===== src/rtl/uart_pwm_ctrl.sv =====
// UART-commanded PWM burst generator: an 8N1 receiver feeds an 18-byte frame decoder,
// and each valid frame starts a burst of NUM pulses of PERIOD clocks with HIGH clocks high.
module uart_pwm_ctrl #(
  parameter int CLK_FREQ      = 50_000_000,
  parameter int UART_BPS_RATE = 115200
) (
  input  logic i_clk,
  input  logic i_rst,
  input  logic i_uart_rx,
  output logic o_pwm
);

  localparam int BIT_CYC = CLK_FREQ / UART_BPS_RATE;
  localparam int CNT_W   = $clog2(BIT_CYC) + 1;
  localparam logic [CNT_W-1:0] BIT_LAST  = CNT_W'(BIT_CYC - 1);
  localparam logic [CNT_W-1:0] HALF_LAST = CNT_W'(BIT_CYC / 2 - 1);

  function automatic logic [7:0] hdr_byte(input logic [4:0] idx);
    case (idx)
      5'd0:    hdr_byte = 8'hAA;
      5'd1:    hdr_byte = 8'h55;
      5'd2:    hdr_byte = 8'hA5;
      default: hdr_byte = 8'h5A;
    endcase
  endfunction

  function automatic logic [7:0] tail_byte(input logic [4:0] idx);
    case (idx)
      5'd14:   tail_byte = 8'hCC;
      5'd15:   tail_byte = 8'h33;
      5'd16:   tail_byte = 8'hC3;
      default: tail_byte = 8'h3C;
    endcase
  endfunction

  // RX line synchronizer; rx_d is one extra delay for falling-edge detection
  logic rx_s1, rx_s2, rx_d;

  always_ff @(posedge i_clk or posedge i_rst) begin
    if (i_rst) begin
      rx_s1 <= 1'b1;
      rx_s2 <= 1'b1;
      rx_d  <= 1'b1;
    end else begin
      rx_s1 <= i_uart_rx;
      rx_s2 <= rx_s1;
      rx_d  <= rx_s2;
    end
  end

  // RX FSM: bit-centre sampling, byte strobe only when the stop bit is high
  typedef enum logic [1:0] {RX_IDLE, RX_START, RX_DATA, RX_STOP} rx_state_t;

  rx_state_t        rx_state;
  logic [CNT_W-1:0] rx_cnt;
  logic [2:0]       rx_bit;
  logic [7:0]       rx_shift;
  logic             rx_vld;
  logic [7:0]       rx_byte;

  always_ff @(posedge i_clk or posedge i_rst) begin
    if (i_rst) begin
      rx_state <= RX_IDLE;
      rx_cnt   <= '0;
      rx_bit   <= '0;
      rx_shift <= '0;
      rx_vld   <= 1'b0;
      rx_byte  <= '0;
    end else begin
      rx_vld <= 1'b0;
      case (rx_state)
        RX_IDLE: begin
          if (rx_d && !rx_s2) begin
            rx_state <= RX_START;
            rx_cnt   <= '0;
          end
        end
        RX_START: begin
          if (rx_cnt == HALF_LAST) begin
            rx_cnt   <= '0;
            rx_bit   <= '0;
            rx_state <= rx_s2 ? RX_IDLE : RX_DATA;
          end else begin
            rx_cnt <= rx_cnt + 1'b1;
          end
        end
        RX_DATA: begin
          if (rx_cnt == BIT_LAST) begin
            rx_cnt   <= '0;
            rx_shift <= {rx_s2, rx_shift[7:1]};
            if (rx_bit == 3'd7) rx_state <= RX_STOP;
            else                rx_bit   <= rx_bit + 1'b1;
          end else begin
            rx_cnt <= rx_cnt + 1'b1;
          end
        end
        RX_STOP: begin
          if (rx_cnt == BIT_LAST) begin
            rx_cnt   <= '0;
            rx_state <= RX_IDLE;
            if (rx_s2) begin
              rx_vld  <= 1'b1;
              rx_byte <= rx_shift;
            end
          end else begin
            rx_cnt <= rx_cnt + 1'b1;
          end
        end
        default: rx_state <= RX_IDLE;
      endcase
    end
  end

  // Frame decoder: payload lands in shadow registers, committed only on a full tail match
  logic [4:0]  fr_idx;
  logic [31:0] sh_period, sh_high, act_period, act_high;
  logic [15:0] sh_num, act_num;
  logic        load;

  always_ff @(posedge i_clk or posedge i_rst) begin
    if (i_rst) begin
      fr_idx     <= '0;
      sh_period  <= '0;
      sh_high    <= '0;
      sh_num     <= '0;
      act_period <= '0;
      act_high   <= '0;
      act_num    <= '0;
      load       <= 1'b0;
    end else begin
      load <= 1'b0;
      if (rx_vld) begin
        if (fr_idx < 5'd4) begin
          if (rx_byte == hdr_byte(fr_idx)) fr_idx <= fr_idx + 5'd1;
          else                             fr_idx <= (rx_byte == 8'hAA) ? 5'd1 : 5'd0;
        end else if (fr_idx < 5'd8) begin
          sh_period <= {sh_period[23:0], rx_byte};
          fr_idx    <= fr_idx + 5'd1;
        end else if (fr_idx < 5'd12) begin
          sh_high <= {sh_high[23:0], rx_byte};
          fr_idx  <= fr_idx + 5'd1;
        end else if (fr_idx < 5'd14) begin
          sh_num <= {sh_num[7:0], rx_byte};
          fr_idx <= fr_idx + 5'd1;
        end else if (fr_idx < 5'd17) begin
          fr_idx <= (rx_byte == tail_byte(fr_idx)) ? fr_idx + 5'd1 : 5'd0;
        end else begin
          fr_idx <= '0;
          if (rx_byte == tail_byte(fr_idx)) begin
            act_period <= sh_period;
            act_high   <= sh_high;
            act_num    <= sh_num;
            load       <= 1'b1;
          end
        end
      end
    end
  end

  // PWM engine: o_pwm is registered in phase with p_cnt; a load always restarts the burst
  typedef enum logic {PWM_IDLE, PWM_RUN} pwm_state_t;

  pwm_state_t  pwm_state;
  logic [31:0] p_cnt;
  logic [15:0] n_cnt;

  always_ff @(posedge i_clk or posedge i_rst) begin
    if (i_rst) begin
      pwm_state <= PWM_IDLE;
      p_cnt     <= '0;
      n_cnt     <= '0;
      o_pwm     <= 1'b0;
    end else if (load) begin
      p_cnt <= '0;
      n_cnt <= '0;
      if (act_period == 32'd0 || act_num == 16'd0) begin
        pwm_state <= PWM_IDLE;
        o_pwm     <= 1'b0;
      end else begin
        pwm_state <= PWM_RUN;
        o_pwm     <= (act_high != 32'd0);
      end
    end else if (pwm_state == PWM_RUN) begin
      if (p_cnt == act_period - 32'd1) begin
        p_cnt <= '0;
        if (n_cnt == act_num - 16'd1) begin
          pwm_state <= PWM_IDLE;
          o_pwm     <= 1'b0;
        end else begin
          n_cnt <= n_cnt + 16'd1;
          o_pwm <= (act_high != 32'd0);
        end
      end else begin
        p_cnt <= p_cnt + 32'd1;
        o_pwm <= ((p_cnt + 32'd1) < act_high);
      end
    end else begin
      o_pwm <= 1'b0;
    end
  end

endmodule


===== config.mk =====
export PLATFORM = sky130hd
export DESIGN_NAME = uart_pwm_ctrl
export DESIGN_NICKNAME = d
export VERILOG_FILES = /design/src/rtl/uart_pwm_ctrl.sv
export SDC_FILE = /design/constraint.sdc
export NUM_CORES = 1
export LEC_CHECK = 0
export ABC_CLOCK_PERIOD_IN_PS = 9630
export CAP_MARGIN = 20
export CORE_UTILIZATION = 55
export CTS_CLUSTER_SIZE = 16
export DETAILED_ROUTE_END_ITERATION = 8
export GPL_TIMING_DRIVEN = 0
export PLACE_DENSITY = 0.76
export SLEW_MARGIN = 15
export SYNTH_ARGS = -nofsm -noshare
export SYNTH_HDL_FRONTEND = slang
export SYNTH_SLANG_ARGS = --single-unit

===== constraint.sdc =====
create_clock -name i_clk -period 9.63 [get_ports i_clk]
set_input_delay 2.4075 -clock i_clk [delete_from_list [all_inputs] [get_ports i_clk]]
set_output_delay 2.4075 -clock i_clk [all_outputs]
set_load 0.01 [all_outputs]

==> results_dict.tcl <==
set metrics [dict create \
    port_buffers 3 \
    synth_ff_type "dfrtp_1" \
    setup_viol 0 \
    grt_pass1_vias 10304 \
    worstPathCellList "inv_1 > ha_1 > buf_2 > nor4b_2 > nand4_1 > or4_1 > a2111oi_0 > nand4_1 > or4_1 > clkbuf_1 > nand2_1 > clkbuf_1 > nor3_1 > a21o_1" \
    antennaDiodeCount 0 \
    cts_tree "yes" \
    wl_per_cell_um 18.5 \
    ys_seq_elements 251 \
    cp_slowest_stage_delay_ns 0.55 \
    path_class "reg2reg" \
    holdPathStages 0 \
    cpMaxStageDelayCell "or4_1" \
    yosysTopAreaCell "dfrtp_1" \
    core_area_um2 23800 \
    syn_area_um2 13500 \
    ys_types 74 \
    wl_um 32200 \
    drv_slew 0 \
    drt_iter0_drc 784 \
    rr_worst_depth 14 \
    clkLatencyLatePin_ns 0.55 \
    ys_warn_count 0 \
    via_per_inst 6.07 \
    dp_hpwl_um 23300 \
    ant_nets 0 \
    die_h_um 159 \
    syn_area_per_cell_um2 9.88 \
    power_uw 2270 \
    rsz0062_at_grt "false" \
    grt_pass1_wl_um 53400 \
    finClkSkew_ns 0.00816 \
    slew_headroom_pct 31.5 \
    worstMarginPinSlew_ns 1.02 \
    post-route-drc-count 0 \
    fmax_ghz 0.212 \
    r2r-end "p_cnt[4]" \
    cp.required_ns 10.07 \
    cts-htree-levels 1 \
    cts_resized 0 \
    crit_buf_inv 4 \
    cp-end-kind "register" \
    reg2reg_from "act_period[0]" \
    timing.final.crit_share_pct 49.0 \
    netlist_instances 1367 \
    gp_congestion 0.904 \
    synth_seq_area_share_pct 46.5 \
    cts.sinks 251 \
    drt_pass1_iterations 5 \
    synth_area_leaders "dfrtp_1 46%, mux2_2 8.1%, nand2_1 6.2%" \
    finalHoldViolCount 0 \
    die_w_um 159 \
    clock_path_buffers 3 \
    arrival_ns 5.16 \
    drv_cap 0 \
    min-delay-path-class "reg2reg" \
    grtUsageTotal_pct 26.9 \
    worst-r2r-setup-slack_ns 4.91 \
    finalNetCount 1451 \
    status "complete, no violations" \
    start_util_pct 56.8 \
    synth_nets 1415 \
    crit_start "act_period[0]" \
    num_rows 56 \
    path_depth 14 \
    grt_start_max_net_pins 95 \
    numCtsBuffers 27 \
    timing.hold.ws_ns 0.357 \
    finalCriticalPeriod_ns 4.72 \
    async_flop_share_pct 100 \
    grt_overflow 0 \
    critPathCapture "p_cnt[4]" \
    placed_cell_area_um2 14000 \
    die-area_um2 25200 \
    cts_setup_buffers 0 \
    area_delta_synth_final_pct 10.7 \
    worst_ir_drop_vdd_mv 0.126 \
    cts_root_buf "clkbuf_16" \
    yosys.area.top_type_share_pct 46.0 \
    layout-drive-gt1-share_pct 13.4 \
    p_per_area_nw_per_um2 152 \
    vias 10578 \
    design_area_um2 14900 \
    start_kind "register" \
    cts.reportedPaths.clkPinSlew_ns 0.06 \
    io_pins 4 \
    antenna_found_initial 0 \
    path_delay_family "simple AND/OR/NAND/NOR gates" \
    cp_max_fo 10 \
    cts_hold_buf 0 \
    synth_edf_count 0 \
    p_leak_uw 0.00707 \
]
through the flow:
| stage | TNS [ns] | utilization [%] | setup WS [ns] | instances |
|---|---|---|---|---|
| 4_1_cts | 0 | 62.9 | 4.98 | 1742 |
| 2_1_floorplan | 0 | - | 0.327 | 1367 |
| 5_1_grt | 0 | 62.9 | 4.53 | 1742 |
| 6_report | 0 | 62.9 | 4.91 | 1742 |
| 3_3_place_gp | -676.36 | 58.6 | -2.75 | 1689 |
| 3_5_place_dp | 0 | 59.0 | 5.02 | 1693 |
worst min path at each step:
| stage | to | slack (ns) | from |
|---|---|---|---|
| 2_1_floorplan | rx_s2 | 0.35 | rx_s1 |
| 3_3_place_gp | rx_s2 | 0.35 | rx_s1 |
| 3_5_place_dp | rx_s2 | 0.35 | rx_s1 |
| 4_1_cts | rx_s2 | 0.36 | rx_s1 |
| 5_1_grt | rx_s2 | 0.36 | rx_s1 |
| 6_report | rx_s2 | 0.36 | rx_s1 |
cells by family (layout without fill, tap and decap cells):
group                    Yosys count  in the layout  share of synthesized area, %
multiplexers                     105            105                          8.68
buffers and inverters            134            190                          3.85
flip-flops                       251            251                          46.5
AO/OA/AOI/OAI                    241            241                          12.2
AND/OR/NAND/NOR                  502            502                          18.8
adder cells (fa/ha/maj)           45             45                          4.17
XOR/XNOR                          89             89                          5.77
Yosys cell counts (all sizes together), types with 4 or more instances:
library cell	number
nand4	27
nor3	30
a21oi	25
a2111oi	5
a22o	5
nor2b	13
a21o	15
nand2	224
and3	17
nor4	25
o22ai	8
xor2	29
nor4b	6
ha	45
o211ai	6
and2	4
o41ai	4
and4	4
mux2i	8
dfrtp	248
o31a	6
nand3	29
or4	12
or2	10
a32o	18
nand2b	7
a211oi	7
xnor2	60
or4b	8
o21a	7
clkbuf	57
a31oi	15
mux2	97
inv	63
o21ai	77
a211o	4
or3	14
o31ai	12
buf	14
nor3b	5
nor2	54
worst register-to-register path, delay by kind of cell (launching register included):
kind	cells	cell delay, ns
AO/OA/AOI/OAI	2	0.71
flip-flops	1	0.42
AND/OR/NAND/NOR	7	2.30
buffers and inverters	4	1.06
adder cells (fa/ha/maj)	1	0.14
layout by cell type, fill, tap and decap left out, drive strengths merged, types with 5 or more instances in the layout:
| cell | n |
|---|---|
| dfrtp | 248 |
| a21oi | 25 |
| nor4b | 6 |
| nand2 | 224 |
| a22o | 5 |
| nand3 | 29 |
| o22ai | 8 |
| o21a | 7 |
| clkinv | 5 |
| mux2i | 8 |
| xor2 | 29 |
| or4b | 8 |
| nor4 | 25 |
| nor3 | 30 |
| nand4 | 27 |
| or2 | 10 |
| inv | 64 |
| a31oi | 15 |
| ha | 45 |
| or3 | 14 |
| o211ai | 6 |
| and3 | 17 |
| o31a | 6 |
| clkbuf | 97 |
| mux2 | 97 |
| nor2 | 54 |
| nand2b | 7 |
| buf | 18 |
| o31ai | 12 |
| xnor2 | 60 |
| o21ai | 77 |
| nor2b | 13 |
| or4 | 12 |
| a2111oi | 5 |
| a211oi | 7 |
| a21o | 15 |
| a32o | 18 |
| nor3b | 5 |
where the power goes:
group	total [uW]	switching, uW	internal (uW)
registers	1100	25.4	1080
logic	91.3	55.0	36.3
clock network	1080	429	646
cell type report:
class                      instances  area, um2
tap                              319        399
timing repair buffer               7       97.6
clock buffer                      40        825
multi-input combinational        982       6700
buffer                            71        283
sequential                       251       6280
fill                            1900       8800
clock inverter                     9        113
inverter                          63        244
per-layer routing:
layer	wire, um	track usage [%]
met1	14700	38.2
met2	14900	43.0
met3	1870	3.62
met4	743	7.74
met5	0	0
registers in the layout, indices dropped and copies added (netlist names), 3 cells and up, named ones only:
register and count:
fr_idx 5, p_cnt 32, act_num 16, act_high 32, sh_high 32, sh_num 16
rx_shift 8, rx_bit 3, act_period 32, rx_byte 8, n_cnt 16, sh_period 32
rx_cnt 10
Note: power is estimated with default switching activity, not from simulation.
